**src/rtl/mcycle_pkg.sv**
```systemverilog
// Shared types and op encodings for the multi-cycle multiply/divide sequencer.
package mcycle_pkg;
    typedef enum logic [1:0] {IDLE, COMPUTE, DONE} state_t;

    localparam logic MC_MUL = 1'b0;
    localparam logic MC_DIV = 1'b1;
endpackage

```
**src/rtl/mcycle_seq_if.sv**
```systemverilog
// Request/result bundle between the control unit and the multiply/divide sequencer.
interface mcycle_seq_if #(parameter int WIDTH = 32);
    logic             Start;
    logic             MCycleOp;
    logic [WIDTH-1:0] Operand1;
    logic [WIDTH-1:0] Operand2;
    logic [WIDTH-1:0] Result1;
    logic [WIDTH-1:0] Result2;
    logic             Busy;
    logic             Done;

    modport master (output Start, MCycleOp, Operand1, Operand2,
                    input  Result1, Result2, Busy, Done);
    modport slave  (input  Start, MCycleOp, Operand1, Operand2,
                    output Result1, Result2, Busy, Done);
endinterface

```
**src/rtl/mcycle_step.sv**
```systemverilog
// One iteration of unsigned shift-add multiply or restoring divide on {hi,lo}.
module mcycle_step
    import mcycle_pkg::*;
#(
    parameter int WIDTH = 32
) (
    input  logic             op,
    input  logic [WIDTH-1:0] hi,
    input  logic [WIDTH-1:0] lo,
    input  logic [WIDTH-1:0] opnd,
    output logic [WIDTH-1:0] hi_nxt,
    output logic [WIDTH-1:0] lo_nxt
);
    logic [WIDTH:0] sum;
    logic [WIDTH:0] rem_sh;
    logic [WIDTH:0] trial;
    logic           take;

    always_comb begin
        sum    = {1'b0, hi} + (lo[0] ? {1'b0, opnd} : '0);
        rem_sh = {hi, lo[WIDTH-1]};
        trial  = rem_sh - {1'b0, opnd};
        // A bit shifted out of rem means it already exceeds any divisor, so the
        // subtract always succeeds and the low WIDTH bits of trial are exact.
        take   = rem_sh[WIDTH] | ~trial[WIDTH];
        if (op == MC_DIV) begin
            hi_nxt = take ? trial[WIDTH-1:0] : rem_sh[WIDTH-1:0];
            lo_nxt = {lo[WIDTH-2:0], take};
        end else begin
            hi_nxt = sum[WIDTH:1];
            lo_nxt = {sum[0], lo[WIDTH-1:1]};
        end
    end
endmodule

```
**src/rtl/mcycle_seq.sv**
```systemverilog
// Multi-cycle MUL/DIV sequencer: FSM, iteration counter, accumulator and result registers.
module mcycle_seq
    import mcycle_pkg::*;
#(
    parameter int WIDTH = 32
) (
    input  logic         CLK,
    input  logic         RESETn,
    mcycle_seq_if.slave  bus
);
    localparam int              CNT_W = (WIDTH > 1) ? $clog2(WIDTH) : 1;
    localparam logic [CNT_W-1:0] LAST = CNT_W'(WIDTH - 1);

    state_t           state, state_nxt;
    logic [CNT_W-1:0] cnt;
    logic             op_q;
    logic [WIDTH-1:0] opnd_q;
    logic [WIDTH-1:0] hi_q, lo_q;
    logic [WIDTH-1:0] hi_nxt, lo_nxt;
    logic [WIDTH-1:0] res1_q, res2_q;
    logic             load, last, busy, done;

    mcycle_step #(.WIDTH(WIDTH)) u_step (
        .op     (op_q),
        .hi     (hi_q),
        .lo     (lo_q),
        .opnd   (opnd_q),
        .hi_nxt (hi_nxt),
        .lo_nxt (lo_nxt)
    );

    always_ff @(posedge CLK or negedge RESETn) begin
        if (!RESETn) state <= IDLE;
        else         state <= state_nxt;
    end

    always_comb begin
        state_nxt = state;
        load      = 1'b0;
        busy      = 1'b0;
        done      = 1'b0;
        last      = (cnt == LAST);
        case (state)
            IDLE: if (bus.Start) begin
                load      = 1'b1;
                busy      = 1'b1;
                state_nxt = COMPUTE;
            end
            COMPUTE: begin
                busy = 1'b1;
                if (last) state_nxt = DONE;
            end
            DONE: begin
                done = 1'b1;
                if (bus.Start) begin
                    load      = 1'b1;
                    busy      = 1'b1;
                    state_nxt = COMPUTE;
                end else begin
                    state_nxt = IDLE;
                end
            end
            default: state_nxt = IDLE;
        endcase
    end

    // Multiply keeps the multiplicand as the step operand; divide keeps the divisor.
    always_ff @(posedge CLK or negedge RESETn) begin
        if (!RESETn) begin
            cnt    <= '0;
            op_q   <= MC_MUL;
            opnd_q <= '0;
            hi_q   <= '0;
            lo_q   <= '0;
            res1_q <= '0;
            res2_q <= '0;
        end else if (load) begin
            cnt    <= '0;
            op_q   <= bus.MCycleOp;
            hi_q   <= '0;
            lo_q   <= (bus.MCycleOp == MC_DIV) ? bus.Operand1 : bus.Operand2;
            opnd_q <= (bus.MCycleOp == MC_DIV) ? bus.Operand2 : bus.Operand1;
        end else if (state == COMPUTE) begin
            hi_q <= hi_nxt;
            lo_q <= lo_nxt;
            if (last) begin
                res1_q <= lo_nxt;
                res2_q <= hi_nxt;
            end else begin
                cnt <= cnt + 1'b1;
            end
        end
    end

    assign bus.Busy    = busy;
    assign bus.Done    = done;
    assign bus.Result1 = res1_q;
    assign bus.Result2 = res2_q;
endmodule

```
**src/flat_wrapper.sv**
```systemverilog
// flat-port wrapper written by rule: the top's interface ports become plain ports
module mcycle_seq_flat import mcycle_pkg::*;
#(
    parameter int WIDTH = 32
)
  (CLK, RESETn, bus_Start, bus_MCycleOp, bus_Operand1, bus_Operand2, bus_Result1, bus_Result2, bus_Busy, bus_Done);
  mcycle_seq_if #(.WIDTH(WIDTH)) bus_i ();
  input  logic CLK;
  input  logic RESETn;
  input wire logic [$bits(bus_i.Start)-1:0] bus_Start;
  input wire logic [$bits(bus_i.MCycleOp)-1:0] bus_MCycleOp;
  input wire logic [$bits(bus_i.Operand1)-1:0] bus_Operand1;
  input wire logic [$bits(bus_i.Operand2)-1:0] bus_Operand2;
  output wire logic [$bits(bus_i.Result1)-1:0] bus_Result1;
  output wire logic [$bits(bus_i.Result2)-1:0] bus_Result2;
  output wire logic [$bits(bus_i.Busy)-1:0] bus_Busy;
  output wire logic [$bits(bus_i.Done)-1:0] bus_Done;
  assign bus_i.Start = bus_Start;
  assign bus_i.MCycleOp = bus_MCycleOp;
  assign bus_i.Operand1 = bus_Operand1;
  assign bus_i.Operand2 = bus_Operand2;
  assign bus_Result1 = bus_i.Result1;
  assign bus_Result2 = bus_i.Result2;
  assign bus_Busy = bus_i.Busy;
  assign bus_Done = bus_i.Done;
  mcycle_seq #(.WIDTH(WIDTH)) u_core (.CLK(CLK), .RESETn(RESETn), .bus(bus_i));
endmodule
```
**config.mk**
```make
export PLATFORM = sky130hd
export DESIGN_NAME = mcycle_seq_flat
export DESIGN_NICKNAME = d
export VERILOG_FILES = /design/src/rtl/mcycle_pkg.sv /design/src/rtl/mcycle_seq_if.sv /design/src/rtl/mcycle_step.sv /design/src/rtl/mcycle_seq.sv /design/src/flat_wrapper.sv
export SDC_FILE = /design/constraint.sdc
export NUM_CORES = 1
export LEC_CHECK = 0
export CAP_MARGIN = 20
export CORE_ASPECT_RATIO = 2
export CORE_UTILIZATION = 49
export CTS_CLUSTER_DIAMETER = 80
export CTS_CLUSTER_SIZE = 25
export DETAILED_ROUTE_END_ITERATION = 7
export GPL_TIMING_DRIVEN = 1
export PLACE_DENSITY = 0.71
export SETUP_SLACK_MARGIN = 0.05
export SLEW_MARGIN = 20
export SYNTH_ARGS = -nofsm -noshare
export SYNTH_HDL_FRONTEND = slang
export SYNTH_SLANG_ARGS = --single-unit
export TNS_END_PERCENT = 50
```
**constraint.sdc**
```tcl
create_clock -name CLK -period 9.2 [get_ports CLK]
set_input_delay 1.84 -clock CLK [delete_from_list [all_inputs] [get_ports CLK]]
set_output_delay 1.84 -clock CLK [all_outputs]
set_load 0.02 [all_outputs]
```
Yosys cells after proc, flatten, opt, wreduce, memory -nomap -nowiden:

Index checks and enable logic that the tools add are counted.
W data, S select, Z words.

* $add $sub $neg: 3
* mux-type cells: 21
* bitwise gates (word level): 3
* equality and inequality tests: 6
* reductions and logical operators: 6

Operator list (count)
* $mux W32: 10
* $add A32 B33 Y33: 1
* $sub A33 B32 Y33: 1
* $mux W5: 3
* $pmux W2 S3: 1
* $add A5 B1 Y5 const B: 1
* $eq A5 B5 Y1 const B: 1
* $mux W1: 4
* $mux W2: 2
* $ne A2 B1 Y1 const B: 2
* $reduce_and A2 Y1: 2
* $reduce_and A3 Y1: 1
* $eq A2 B1 Y1 const B: 1
* $eq A2 B2 Y1 const B: 1
* $logic_not A2 Y1: 1
* $ne A2 B2 Y1 const B: 1
* $not A1 Y1: 2
* $pmux W1 S2: 1
* $reduce_bool A2 Y1: 1
* $reduce_or A2 Y1: 1
* $or A1 B1 Y1: 1

* word-level logic and storage cells: 47
* output and inout port bits: 66
* register bits after elaboration: 168
* input bits: 68

Longest topological paths before layout:

Gate-level depths: netlist of run 1.

* depth in word-level cells: 7
* gate-level depth with buffers: 13
* depth with buffers taken out: 12

Hierarchy:

From an unflattened synthesis of run 1, not the netlist that was laid out.

* cell total of the unflattened synthesis: 1269
* area total of the unflattened synthesis: 11674.9 µm²

Modules (own cells, without submodules)
* mcycle_seq: sequential area each 4204.0 µm², cells an instance 598, area each 7111.8 µm², instances 1
* mcycle_step: sequential area each 0.0 µm², cells an instance 671, area each 4563.1 µm², instances 1

Least setup slack after synthesis of run 1:

OpenSTA, ideal clock, no wires.

* path type: input-to-output
* start: input bus_Start
* end: output bus_Busy
* required time: 7.360 ns
* stages on the path: 4
* arrival: 2.784 ns
* path buffers: 1
* path slack: 4.576 ns
* cell sequence: nor2b_1 nor2_1 clkbuf_1 inv_1

* word-level cells in the longest chain between the ends: 2

RTL lines
* from (decl): line flat_wrapper.sv:10 `input wire logic [$bits(bus_i.Start)-1:0] bus_Start;`
* $mux W1: line mcycle_seq.sv:44, mcycle_seq.sv:55
* $pmux W1 S2: line mcycle_seq.sv:43 `case (state)`
* to (decl): line flat_wrapper.sv:16 `output wire logic [$bits(bus_i.Busy)-1:0] bus_Busy;`

No other way between the ends.

Worst setup path in the final report of run 1:

Same ends and word-level chain as after synthesis.

==> reports/metrics.json, run 1 <==
{
  "dieArea_mm2": 0.02509,
  "drt-pass1-iter-count": 5,
  "synth-warning-count": 0,
  "detailroute.via_count": 10720,
  "endpoint_kind": "primary output",
  "grt_pass1_vias": 10820,
  "cts_repair_resize_count": 0,
  "io_pins": 134,
  "htree_levels": 4,
  "floorplan.initialDensity_pct": 50.02,
  "yosys.cell_types.count": 73,
  "antenna_cells_inserted": 0,
  "remaining_drc_errors": 0,
  "synth-edff-count": 0,
  "grt_pass1_wl_um": 56860,
  "worstSetupStartpointType": "input pin",
  "core_area_mm2": 0.02392,
  "proportion_of_layout_cells_with_a_drive_suffix_above_1_pct": 5.914,
  "timing_worst_setup_path_type": "in -> out",
  "post_drt_via_cell_ratio": 6.095,
  "cp.required_ns": 7.36,
  "cts.sinks": 168,
  "placed_cells": 1725,
  "worst_pin_slew_ns": 1.158,
  "synth_async_sr_flop_share_pct": 100.0,
  "area_growth_pct": 17.58,
  "detail_route.wl_per_cell_um": 20.16,
  "cell_area_after_layout_mm2": 0.01407,
  "insertion_delay_ns": 0.45,
  "worst_clock_skew_ns": 0.01147,
  "run_status": "completed",
  "path_max_fanout": 5,
  "detail-route-antenna-nets": 0,
  "antenna_violations_before_repair": 0,
  "timing.slew.headroom_pct": 22.33,
  "grt_overall_usage_pct": 29.22,
  "ctsRootBufferMaster": "sky130_fd_sc_hd__clkbuf_16",
  "ys_dominant_reg_cell": "sky130_fd_sc_hd__dfrtp_1",
  "path_clk_slew_ns": 0.06,
  "cts_inserted_buffers": 17,
  "rsz0062_at_grt": "no",
  "syn_inst": 1378,
  "globalRoute.totalOverflow": 0,
  "hold_path.class": "reg -> reg",
  "chip_width_um": 112.5,
  "post_synth_instance_area_mm2": 0.01197,
  "post_synthesis_sequential_element_count": 168,
  "gp_routability_congestion": 0.9100,
  "report.final.hold_viol_count": 0,
  "finalSetupTns_ns": 0,
  "routed_wirelength_um": 35450,
  "drt_iter0_markers": 530,
  "final_cycle_share_pct": 60.05,
  "utilization_pct": 58.81,
  "critPathArrivalTime_ns": 3.68,
  "filler_free_cell_count_of_the_finished_design": 1758,
  "cts_hold_repair.buffers": 0,
  "final-max-slew-violation-count": 0,
  "layout.nets": 1594,
  "maxClockFrequency_mhz": 181.0,
  "cts_tree": "yes",
  "grt_max_degree": 110,
  "synth_nets": 1514,
  "placedInstanceArea_mm2": 0.01343,
  "maxCapViolations": 0,
  "die_height_um": 223,
  "num_rows": 80,
  "post-dp-hpwl_um": 25690,
  "cts.repair_timing.setup_buffer_count": 0,
  "final_period_minus_worst_setup_slack_ns": 5.524,
  "setup-violations-final": 0,
  "port_buffers": 133,
  "syn_area_per_cell_um2": 8.684,
  "synth_seq_area_share_pct": 35.13,
  "cts.path.max_buffers": 2
}
[cell type report]
cell class              count  area, µm²
clock inverters            14      185.2
flip-flops and latches    168       4208
well taps                 287      359.1
inverters                  57      214.0
fillers                  2201       9853
multi-input cells        1070       7242
repair buffers            144       1433
clock buffers              18      429.2
[metal layers]
| layer | vias to the layer above | track usage [%] | wire, µm | share of wire, % |
|---|---|---|---|---|
| li1 | 5131 | - | - | - |
| met1 | 5161 | 33.59 | 14010 | 40 |
| met2 | 325 | 51.57 | 18110 | 51 |
| met3 | 98 | 4.564 | 1682 | 4.7 |
| met4 | 0 | 15.78 | 1643 | 4.6 |
| met5 | - | 0 | 0 | 0 |
[cells in the mapped netlist (3+ instances only)]
| cell type | instances | share of area, % |
|---|---|---|
| sky130_fd_sc_hd__a2111o_1 | 3 | 0.28 |
| sky130_fd_sc_hd__o22ai_1 | 5 | 0.26 |
| sky130_fd_sc_hd__nand3_1 | 25 | 1.0 |
| sky130_fd_sc_hd__and3_1 | 18 | 0.94 |
| sky130_fd_sc_hd__o211ai_1 | 14 | 0.88 |
| sky130_fd_sc_hd__a22o_1 | 18 | 1.3 |
| sky130_fd_sc_hd__nand4_1 | 10 | 0.52 |
| sky130_fd_sc_hd__buf_1 | 11 | 0.35 |
| sky130_fd_sc_hd__and4_1 | 3 | 0.22 |
| sky130_fd_sc_hd__mux2_2 | 18 | 1.7 |
| sky130_fd_sc_hd__o31ai_1 | 7 | 0.44 |
| sky130_fd_sc_hd__dfrtp_1 | 168 | 35 |
| sky130_fd_sc_hd__or3_1 | 5 | 0.26 |
| sky130_fd_sc_hd__nor2_1 | 74 | 2.3 |
| sky130_fd_sc_hd__buf_2 | 10 | 0.42 |
| sky130_fd_sc_hd__xor2_1 | 18 | 1.3 |
| sky130_fd_sc_hd__mux2i_1 | 109 | 9.1 |
| sky130_fd_sc_hd__inv_1 | 56 | 1.8 |
| sky130_fd_sc_hd__a32o_1 | 3 | 0.25 |
| sky130_fd_sc_hd__a2111oi_0 | 6 | 0.44 |
| sky130_fd_sc_hd__o21ai_0 | 159 | 6.6 |
| sky130_fd_sc_hd__a21oi_1 | 103 | 4.3 |
| sky130_fd_sc_hd__nor3_1 | 15 | 0.63 |
| sky130_fd_sc_hd__a211oi_1 | 9 | 0.56 |
| sky130_fd_sc_hd__and2_1 | 41 | 2.1 |
| sky130_fd_sc_hd__clkbuf_1 | 61 | 1.9 |
| sky130_fd_sc_hd__nor2b_1 | 13 | 0.68 |
| sky130_fd_sc_hd__a21boi_0 | 5 | 0.31 |
| sky130_fd_sc_hd__nand2_1 | 151 | 4.7 |
| sky130_fd_sc_hd__o21bai_1 | 10 | 0.63 |
| sky130_fd_sc_hd__a21o_1 | 35 | 2.2 |
| sky130_fd_sc_hd__o21a_1 | 11 | 0.69 |
| sky130_fd_sc_hd__a311o_1 | 3 | 0.25 |
| sky130_fd_sc_hd__xnor2_1 | 29 | 2.1 |
| sky130_fd_sc_hd__a31oi_1 | 26 | 1.4 |
| sky130_fd_sc_hd__nand2b_1 | 10 | 0.52 |
| sky130_fd_sc_hd__ha_1 | 66 | 6.9 |
[flip-flops by register name (all words and copies together) (netlist names)]
name,count
u_core.bus.Result1,32
u_core.bus.Result2,32
u_core.cnt,5
u_core.hi_q,32
u_core.lo_q,32
u_core.op_q,1
u_core.opnd_q,32
u_core.state,2
[worst max-delay path: stages]
cell	delay, ns
sky130_fd_sc_hd__clkdlybuf4s50_1	0.57
sky130_fd_sc_hd__nor2b_1	0.42
sky130_fd_sc_hd__nor2_4	0.07
sky130_fd_sc_hd__inv_1	0.08
sky130_fd_sc_hd__clkdlybuf4s50_1	0.70
[logic make-up (layout without fill, tap and decap cells)]
group	count (synthesis)	in the layout	share of synthesized area [%]
compound gates	451	451	23.90
xor+xnor	47	47	3.440
mux	128	128	10.94
flops	168	168	35.13
fa+ha+maj	68	68	7.235
simple gates	376	376	14.80
buf+inv	140	233	4.559
[path summary, 6_finish.rpt]
check                                               to                   from  cells after the start  slack [ns]
worst min-delay path             u_core.bus.Result2[0]  u_core.bus.Result2[0]                      2        0.48
min in group asynchronous        u_core.bus.Result1[8]                 RESETn                      1        1.48
worst max-delay path                          bus_Busy              bus_Start                      5        3.68
max in group asynchronous              u_core.lo_q[20]                 RESETn                      2        6.19
worst max register to register  u_core.bus.Result2[13]         u_core.lo_q[0]                     11        5.08
worst min register to register   u_core.bus.Result2[0]  u_core.bus.Result2[0]                      2        0.48
[through the flow]
stage                     hold WS, ns  setup slack, ns
after CTS                      0.4856            3.674
after global placement         0.4647            3.678
after global routing           0.5125            3.635
after floorplan                0.4632            4.576
final                          0.4797            3.676
after detailed placement       0.4727            3.674
[cells in the final DEF, fill, tap and decap left out, types with 10 or more instances in the layout]
cell | synthesis | final
sky130_fd_sc_hd__a31oi_1 | 26 | 26
sky130_fd_sc_hd__dfrtp_1 | 168 | 167
sky130_fd_sc_hd__mux2_2 | 18 | 18
sky130_fd_sc_hd__o211ai_1 | 14 | 14
sky130_fd_sc_hd__o21a_1 | 11 | 11
sky130_fd_sc_hd__o21bai_1 | 10 | 10
sky130_fd_sc_hd__mux2i_1 | 109 | 109
sky130_fd_sc_hd__nand3_1 | 25 | 25
sky130_fd_sc_hd__a21o_1 | 35 | 35
sky130_fd_sc_hd__clkdlybuf4s50_1 | 0 | 131
sky130_fd_sc_hd__and2_1 | 41 | 41
sky130_fd_sc_hd__nor3_1 | 15 | 15
sky130_fd_sc_hd__and3_1 | 18 | 18
sky130_fd_sc_hd__buf_4 | 0 | 11
sky130_fd_sc_hd__nand2_1 | 151 | 150
sky130_fd_sc_hd__o21ai_0 | 159 | 159
sky130_fd_sc_hd__nor2b_1 | 13 | 12
sky130_fd_sc_hd__nor2_1 | 74 | 73
sky130_fd_sc_hd__xnor2_1 | 29 | 29
sky130_fd_sc_hd__nand4_1 | 10 | 10
sky130_fd_sc_hd__ha_1 | 66 | 66
sky130_fd_sc_hd__clkbuf_16 | 0 | 17
sky130_fd_sc_hd__a22o_1 | 18 | 18
sky130_fd_sc_hd__inv_1 | 56 | 56
sky130_fd_sc_hd__a21oi_1 | 103 | 103
sky130_fd_sc_hd__xor2_1 | 18 | 18
Power of run 1 is not shown: default switching activity piles up to over one toggle a cycle in this logic, so the estimate is an artifact.
==> run 2: changes to the inputs <==
clock period = 5.45 ns   (was 9.2 ns; I/O delays follow)
==> reports/metrics.json, run 2 (synthesis results as in run 1) <==
{
  "run_status": {"value": "completed", "change": "unchanged"},
  "critical_path.cell_chain": {"value": "and2_1 -> ha_1 -> fa_1 -> a21o_1 -> a221oi_1 -> a21boi_0 -> o21ai_0 -> o221ai_1 -> a211oi_1 -> o22ai_1 -> mux2_2", "change": "was clkdlybuf4s50_1 -> nor2b_1 -> nor2_4 -> inv_1 -> clkdlybuf4s50_1"},
  "timing_worst_setup_path_type": {"value": "reg -> reg", "change": "was in -> out"},
  "placedInstanceArea": {"value": 0.01345, "unit": "mm²", "change": "was 0.01343 mm²"},
  "maxClockFrequency_mhz": 245.6,
  "port_buffers": {"value": 133, "change": "unchanged"},
  "grt_pass1_wl": {"value": 57420, "unit": "µm", "change": "was 56860 µm"},
  "cell_area_after_layout": {"value": 0.01403, "unit": "mm²", "change": "was 0.01407 mm²"},
  "worst_clock_skew": {"value": 0.008348, "unit": "ns", "change": "was 0.01147 ns"},
  "grt_pass1_vias": {"value": 10900, "change": "was 10820"},
  "cts.repair_timing.setup_buffer_count": {"value": 0, "change": "unchanged"},
  "dieArea": {"value": 0.02509, "unit": "mm²", "change": "unchanged"},
  "endpoint_kind": {"value": "flop", "change": "was primary output"},
  "floorplan.initialDensity": {"value": 50.02, "unit": "%", "change": "unchanged"},
  "n_fill_cell": {"value": 2158, "change": "was 2201"},
  "worst_path_dominant_cell_family": {"value": "compound AO/OA/AOI/OAI gates", "change": "was buffers and inverters"},
  "most_used_cells_in_the_layout_excluding_fill_and_tap_cells": {"value": "sky130_fd_sc_hd__dfrtp_1 (167), sky130_fd_sc_hd__o21ai_0 (159), sky130_fd_sc_hd__nand2_1 (150), sky130_fd_sc_hd__clkdlybuf4s50_1 (131), sky130_fd_sc_hd__mux2i_1 (109)", "change": "unchanged"},
  "core_area": {"value": 0.02392, "unit": "mm²", "change": "unchanged"},
  "hold_path.class": {"value": "reg -> reg", "change": "unchanged"},
  "antenna_violations_before_repair": {"value": 0, "change": "unchanged"},
  "final_period_minus_worst_setup_slack_ns": 4.072,
  "worstSetupStartpointType": {"value": "flop", "change": "was input pin"},
  "die_height": {"value": 223, "unit": "µm", "change": "unchanged"},
  "report.final.hold_viol_count": {"value": 0, "change": "unchanged"},
  "timing.slew.headroom": {"value": 27.80, "unit": "%", "change": "was 22.33%"},
  "maxCapViolations": {"value": 0, "change": "unchanged"},
  "proportion_of_layout_cells_with_a_drive_suffix_above_1": {"value": 5.974, "unit": "%", "change": "was 5.914%"},
  "worst_pin_slew": {"value": 1.083, "unit": "ns", "change": "was 1.158 ns"},
  "timing.critical_path.slowest_stage_cell": {"value": "sky130_fd_sc_hd__dfrtp_1", "change": "was sky130_fd_sc_hd__clkdlybuf4s50_1"},
  "path_max_fanout": {"value": 34, "change": "was 5"},
  "cp_num_buf_inv": {"value": 0, "change": "was 3"},
  "detailroute.via_count": {"value": 10710, "change": "was 10720"},
  "cts.path.max_buffers": {"value": 2, "change": "unchanged"},
  "ctsRootBufferMaster": {"value": "sky130_fd_sc_hd__clkbuf_16", "change": "unchanged"},
  "rsz0062_at_grt": {"value": "no", "change": "unchanged"},
  "cts_inserted_buffers": {"value": 17, "change": "unchanged"},
  "cts_tree": {"value": "yes", "change": "unchanged"},
  "mostFrequentLayoutCell": {"value": "sky130_fd_sc_hd__dfrtp_1", "change": "unchanged"},
  "antenna_cells_inserted": {"value": 0, "change": "unchanged"},
  "num_rows": {"value": 80, "change": "unchanged"},
  "area_growth": {"value": 17.25, "unit": "%", "change": "was 17.58%"},
  "layout.nets": {"value": 1596, "change": "was 1594"},
  "final_cycle_share_pct": 74.72,
  "final.setup.worst_slack": {"value": 1.378, "unit": "ns", "change": "was 3.676 ns"},
  "gp_routability_congestion": {"value": 0.9129, "change": "was 0.9100"},
  "detail-route-antenna-nets": {"value": 0, "change": "unchanged"},
  "drt_iter0_markers": {"value": 677, "change": "was 530"},
  "cp.required": {"value": 5.79, "unit": "ns", "change": "was 7.36 ns"},
  "grt_overall_usage": {"value": 29.56, "unit": "%", "change": "was 29.22%"},
  "critPathArrivalTime": {"value": 4.41, "unit": "ns", "change": "was 3.68 ns"},
  "post_drt_via_cell_ratio": {"value": 6.088, "change": "was 6.095"},
  "detail_route.wl_per_cell": {"value": 20.25, "unit": "µm", "change": "was 20.16 µm"},
  "io_pins": {"value": 134, "change": "unchanged"},
  "timing.critical_path.slowest_cell_delay": {"value": 0.80, "unit": "ns", "change": "was 0.70 ns"},
  "setup-violations-final": {"value": 0, "change": "unchanged"},
  "finalSetupTns": {"value": 0, "unit": "ns", "change": "unchanged"},
  "pre_cts_ws": {"value": 1.410, "unit": "ns", "change": "was 3.674 ns"},
  "post-dp-hpwl": {"value": 26170, "unit": "µm", "change": "was 25690 µm"},
  "cts_repair_resize_count": {"value": 0, "change": "unchanged"},
  "chip_width": {"value": 112.5, "unit": "µm", "change": "unchanged"},
  "insertion_delay": {"value": 0.46, "unit": "ns", "change": "was 0.45 ns"},
  "final-max-slew-violation-count": {"value": 0, "change": "unchanged"},
  "globalRoute.totalOverflow": {"value": 0, "change": "unchanged"},
  "grt_max_degree": {"value": 93, "change": "was 110"},
  "remaining_drc_errors": {"value": 0, "change": "unchanged"},
  "drt-pass1-iter-count": {"value": 6, "change": "was 5"},
  "cts_hold_repair.buffers": {"value": 0, "change": "unchanged"},
  "cts.sinks": {"value": 168, "change": "unchanged"},
  "path_clk_slew": {"value": 0.06, "unit": "ns", "change": "about the same"},
  "worst_slack_on_hold_paths": {"value": 0.4847, "unit": "ns", "change": "was 0.4797 ns"},
  "routed_wirelength": {"value": 35640, "unit": "µm", "change": "was 35450 µm"},
  "htree_levels": {"value": 4, "change": "unchanged"}
}
[run 2: cell count changes in the layout (fill, tap and decap cells not counted), sizes merged]
| cell | change |
|---|---|
| clkbuf | +1 |
| clkinv | +3 |
| buf | +2 |
| clkinvlp | -1 |
| inv | -2 |
| bufinv | -1 |
[run 2: worst paths after layout]
| check | from | end | slack (ns) | cells after the start |
|---|---|---|---|---|
| max | u_core.lo_q[0] | u_core.bus.Result2[13] | 1.38 | 11 |
| min | u_core.bus.Result2[27] | u_core.bus.Result2[27] | 0.48 | 2 |
| max reg2reg | u_core.lo_q[0] | u_core.bus.Result2[13] | 1.38 | 11 |
| min reg2reg | u_core.bus.Result2[27] | u_core.bus.Result2[27] | 0.48 | 2 |
| max in group asynchronous | RESETn | u_core.bus.Result1[11] | 3.63 | 2 |
| min in group asynchronous | RESETn | u_core.bus.Result1[7] | 0.66 | 1 |
[run 2: layer usage]
| layer | part of all wire, % | global-route usage, % | wire (µm) |
|---|---|---|---|
| met1 | 39 | 33.84 | 13920 |
| met2 | 52 | 51.99 | 18370 |
| met3 | 4.7 | 5.053 | 1682 |
| met4 | 4.7 | 16.04 | 1668 |
| met5 | 0 | 0 | 0 |
[run 2: metrics by stage]
stage | utilization [%] | instances
after global routing | 58.65 | 1760
after floorplan | - | 1378
final | 58.65 | 1760
after global placement | 56.20 | 1728
after CTS | 58.65 | 1760
after detailed placement | 56.20 | 1728
[run 2: area by class of cell]
cell class | instances | area [µm²] | area share (%)
Sequential cell | 168 | 4208 | 29.99
Timing Repair Buffer | 146 | 1428 | 10.17
Clock inverter | 13 | 142.6 | 1.017
Inverter | 57 | 214.0 | 1.525
Clock buffer | 19 | 442.9 | 3.157
Multi-Input combinational cell | 1070 | 7237 | 51.58
Tap cell | 287 | 359.1 | 2.559
[run 2: worst reg2reg max path: cells and delay by family (launching register included)]
| family | cells | cell delay [ns] |
|---|---|---|
| compound gates | 7 | 1.84 |
| simple gates | 1 | 0.36 |
| mux | 1 | 0.32 |
| fa+ha+maj | 2 | 0.65 |
| flops | 1 | 0.80 |
Power of run 2 is left out for the same reason.
==> run 3: changes to the inputs <==
clock period = 4.06 ns   (was 5.45 ns; I/O delays follow)
==> reports/metrics.json, run 3 (synthesis results as in run 1) <==
{
  "run_status": {"value": "completed", "change": "unchanged"},
  "grt_pass1_wl": {"value": 56970, "unit": "µm", "change": "was 57420 µm"},
  "n_fill_cell": {"value": 2170, "change": "was 2158"},
  "final-max-slew-violation-count": {"value": 0, "change": "unchanged"},
  "pre_cts_ws": {"value": 0.3384, "unit": "ns", "change": "was 1.410 ns"},
  "report.final.hold_viol_count": {"value": 0, "change": "unchanged"},
  "cell_area_after_layout": {"value": 0.01420, "unit": "mm²", "change": "was 0.01403 mm²"},
  "grt_overall_usage": {"value": 29.71, "unit": "%", "change": "was 29.56%"},
  "cts_repair_resize_count": {"value": 0, "change": "unchanged"},
  "cp.required": {"value": 4.39, "unit": "ns", "change": "was 5.79 ns"},
  "timing.critical_path.slowest_cell_delay": {"value": 0.55, "unit": "ns", "change": "was 0.80 ns"},
  "global_route.usage.met1": {"value": 34.65, "unit": "%", "change": "was 33.84%"},
  "hold_path.class": {"value": "in -> async", "change": "was reg -> reg"},
  "sequential_cell_area": {"value": 0.004208, "unit": "mm²", "change": "unchanged"},
  "final_period_minus_worst_setup_slack": {"value": 3.728, "unit": "ns", "change": "was 4.072 ns"},
  "routed_wirelength": {"value": 36200, "unit": "µm", "change": "was 35640 µm"},
  "cts_tree": {"value": "yes", "change": "unchanged"},
  "rsz0062_at_grt": {"value": "no", "change": "unchanged"},
  "port_buffers": {"value": 133, "change": "unchanged"},
  "met3_resource_use_gr": {"value": 4.129, "unit": "%", "change": "was 5.053%"},
  "grtUsageMet2": {"value": 51.69, "unit": "%", "change": "was 51.99%"},
  "cts.path.max_buffers": {"value": 2, "change": "unchanged"},
  "detailroute.via_count": {"value": 10710, "change": "about the same"},
  "core_area": {"value": 0.02392, "unit": "mm²", "change": "unchanged"},
  "cts.sinks": {"value": 168, "change": "unchanged"},
  "num_rows": {"value": 80, "change": "unchanged"},
  "area_occupied_by_multi_input_gates": {"value": 0.007237, "unit": "mm²", "change": "unchanged"},
  "post_drt_via_cell_ratio": {"value": 6.040, "change": "was 6.088"},
  "ctsRootBufferMaster": {"value": "sky130_fd_sc_hd__clkbuf_16", "change": "unchanged"},
  "worst_pin_slew": {"value": 0.8749, "unit": "ns", "change": "was 1.083 ns"},
  "maxClockFrequency": {"value": 268.2, "unit": "MHz", "change": "was 245.6 MHz"},
  "critical_path.cell_chain": {"value": "and2_1 -> ha_1 -> fa_1 -> a21o_1 -> a221oi_1 -> a21boi_0 -> o21ai_0 -> o21bai_1 -> a21oi_1 -> xor2_1 -> mux2i_1 -> mux2_2", "change": "was and2_1 -> ha_1 -> fa_1 -> a21o_1 -> a221oi_1 -> a21boi_0 -> o21ai_0 -> o221ai_1 -> a211oi_1 -> o22ai_1 -> mux2_2"},
  "grt_max_degree": {"value": 87, "change": "was 93"},
  "placedInstanceArea": {"value": 0.01357, "unit": "mm²", "change": "was 0.01345 mm²"},
  "antenna_cells_inserted": {"value": 0, "change": "unchanged"},
  "endpoint_kind": {"value": "flop", "change": "unchanged"},
  "drt_iter0_markers": {"value": 548, "change": "was 677"},
  "timing.critical_path.slowest_stage_cell": {"value": "sky130_fd_sc_hd__dfrtp_1", "change": "unchanged"},
  "mostFrequentLayoutCell": {"value": "sky130_fd_sc_hd__dfrtp_1", "change": "unchanged"},
  "worstSetupStartpointType": {"value": "flop", "change": "unchanged"},
  "layout.nets": {"value": 1609, "change": "was 1596"},
  "globalRoute.totalOverflow": {"value": 0, "change": "unchanged"},
  "detail-route-antenna-nets": {"value": 0, "change": "unchanged"},
  "path_max_fanout": {"value": 13, "change": "was 34"},
  "setup-violations-final": {"value": 0, "change": "unchanged"},
  "finalSetupTns": {"value": 0, "unit": "ns", "change": "unchanged"},
  "most_used_cells_in_the_layout_excluding_fill_and_tap_cells": {"value": "sky130_fd_sc_hd__dfrtp_1 (167), sky130_fd_sc_hd__o21ai_0 (159), sky130_fd_sc_hd__nand2_1 (150), sky130_fd_sc_hd__clkdlybuf4s50_1 (131), sky130_fd_sc_hd__mux2i_1 (109)", "change": "unchanged"},
  "io_pins": {"value": 134, "change": "unchanged"},
  "path_clk_slew": {"value": 0.07, "unit": "ns", "change": "was 0.06 ns"},
  "grt_pass1_vias": {"value": 10780, "change": "was 10900"},
  "worst_clock_skew": {"value": 0.009879, "unit": "ns", "change": "was 0.008348 ns"},
  "remaining_drc_errors": {"value": 0, "change": "unchanged"},
  "proportion_of_layout_cells_with_a_drive_suffix_above_1": {"value": 6.729, "unit": "%", "change": "was 5.974%"},
  "post-dp-hpwl": {"value": 27200, "unit": "µm", "change": "was 26170 µm"},
  "chip_width": {"value": 112.5, "unit": "µm", "change": "unchanged"},
  "dieArea": {"value": 0.02509, "unit": "mm²", "change": "unchanged"},
  "die_height": {"value": 223, "unit": "µm", "change": "unchanged"},
  "grt_busiest_layer": {"value": "met2", "change": "unchanged"},
  "maxCapViolations": {"value": 0, "change": "unchanged"},
  "floorplan.initialDensity": {"value": 50.02, "unit": "%", "change": "unchanged"},
  "gp_routability_congestion": {"value": 0.9591, "change": "was 0.9129"},
  "critPathArrivalTime": {"value": 4.06, "unit": "ns", "change": "was 4.41 ns"},
  "antenna_violations_before_repair": {"value": 0, "change": "unchanged"},
  "timing_worst_setup_path_type": {"value": "reg -> reg", "change": "unchanged"},
  "cts.repair_timing.setup_buffer_count": {"value": 0, "change": "unchanged"},
  "detail_route.wl_per_cell": {"value": 20.42, "unit": "µm", "change": "was 20.25 µm"},
  "placed_cells": {"value": 1741, "change": "was 1728"},
  "area_growth": {"value": 18.69, "unit": "%", "change": "was 17.25%"},
  "cts_hold_repair.buffers": {"value": 0, "change": "unchanged"},
  "cts_inserted_buffers": {"value": 17, "change": "unchanged"},
  "timing.slew.headroom": {"value": 41.67, "unit": "%", "change": "was 27.80%"},
  "final_cycle_share": {"value": 91.83, "unit": "%", "change": "was 74.72%"},
  "filler_free_cell_count_of_the_finished_design": {"value": 1773, "change": "was 1760"},
  "insertion_delay": {"value": 0.45, "unit": "ns", "change": "was 0.46 ns"},
  "htree_levels": {"value": 4, "change": "unchanged"},
  "drt-pass1-iter-count": {"value": 5, "change": "was 6"},
  "final.setup.worst_slack": {"value": 0.3319, "unit": "ns", "change": "was 1.378 ns"}
}
## run 3: cell count changes in the layout (fill, tap and decap cells not counted), sizes merged
cell,previous run,this run
clkbuf,19,20
buf,15,28
clkinvlp,1,2
bufinv,2,4
clkinv,7,3
## run 3: critical path: cells and delay by family, from the launching register on
kind | cells | cell delay, ns
fa+ha+maj | 2 | 0.65
mux | 2 | 0.41
xor+xnor | 1 | 0.17
compound gates | 6 | 1.61
flops | 1 | 0.55
simple gates | 1 | 0.23
## run 3: stage by stage
step	hold WS [ns]	util (%)
final	0.4051	59.37
after global routing	0.4998	59.37
after CTS	0.4615	59.37
after detailed placement	0.4698	56.72
after global placement	0.4641	56.72
after floorplan	0.4632	-
## run 3: cell type report
cell class / count / share of cell area (%)
multi-input cells: 1070 / 50.95
flip-flops and latches: 168 / 29.62
repair buffers: 159 / 10.91
clock buffers: 20 / 3.145
well taps: 287 / 2.528
inverters: 57 / 1.506
clock inverters: 12 / 1.330
## run 3: final timing paths
check / from / depth (start not counted) / slack [ns] / end
worst max register to register: u_core.lo_q[0] / 12 / 0.33 / u_core.bus.Result2[15]
max in group asynchronous: RESETn / 2 / 2.82 / u_core.bus.Result2[21]
min in group CLK: u_core.bus.Result1[8] / 2 / 0.48 / u_core.bus.Result1[8]
worst min-delay path: RESETn / 1 / 0.41 / u_core.bus.Result1[8]
worst min register to register: u_core.bus.Result1[8] / 2 / 0.48 / u_core.bus.Result1[8]
worst max-delay path: u_core.lo_q[0] / 12 / 0.33 / u_core.bus.Result2[15]
## run 3: per-layer routing
metal	vias up	share of wire [%]
met5	-	0
met4	0	5.1
met3	89	4.5
met2	319	50
met1	5146	40
li1	5155	-
Power of run 3 is left out for the same reason.
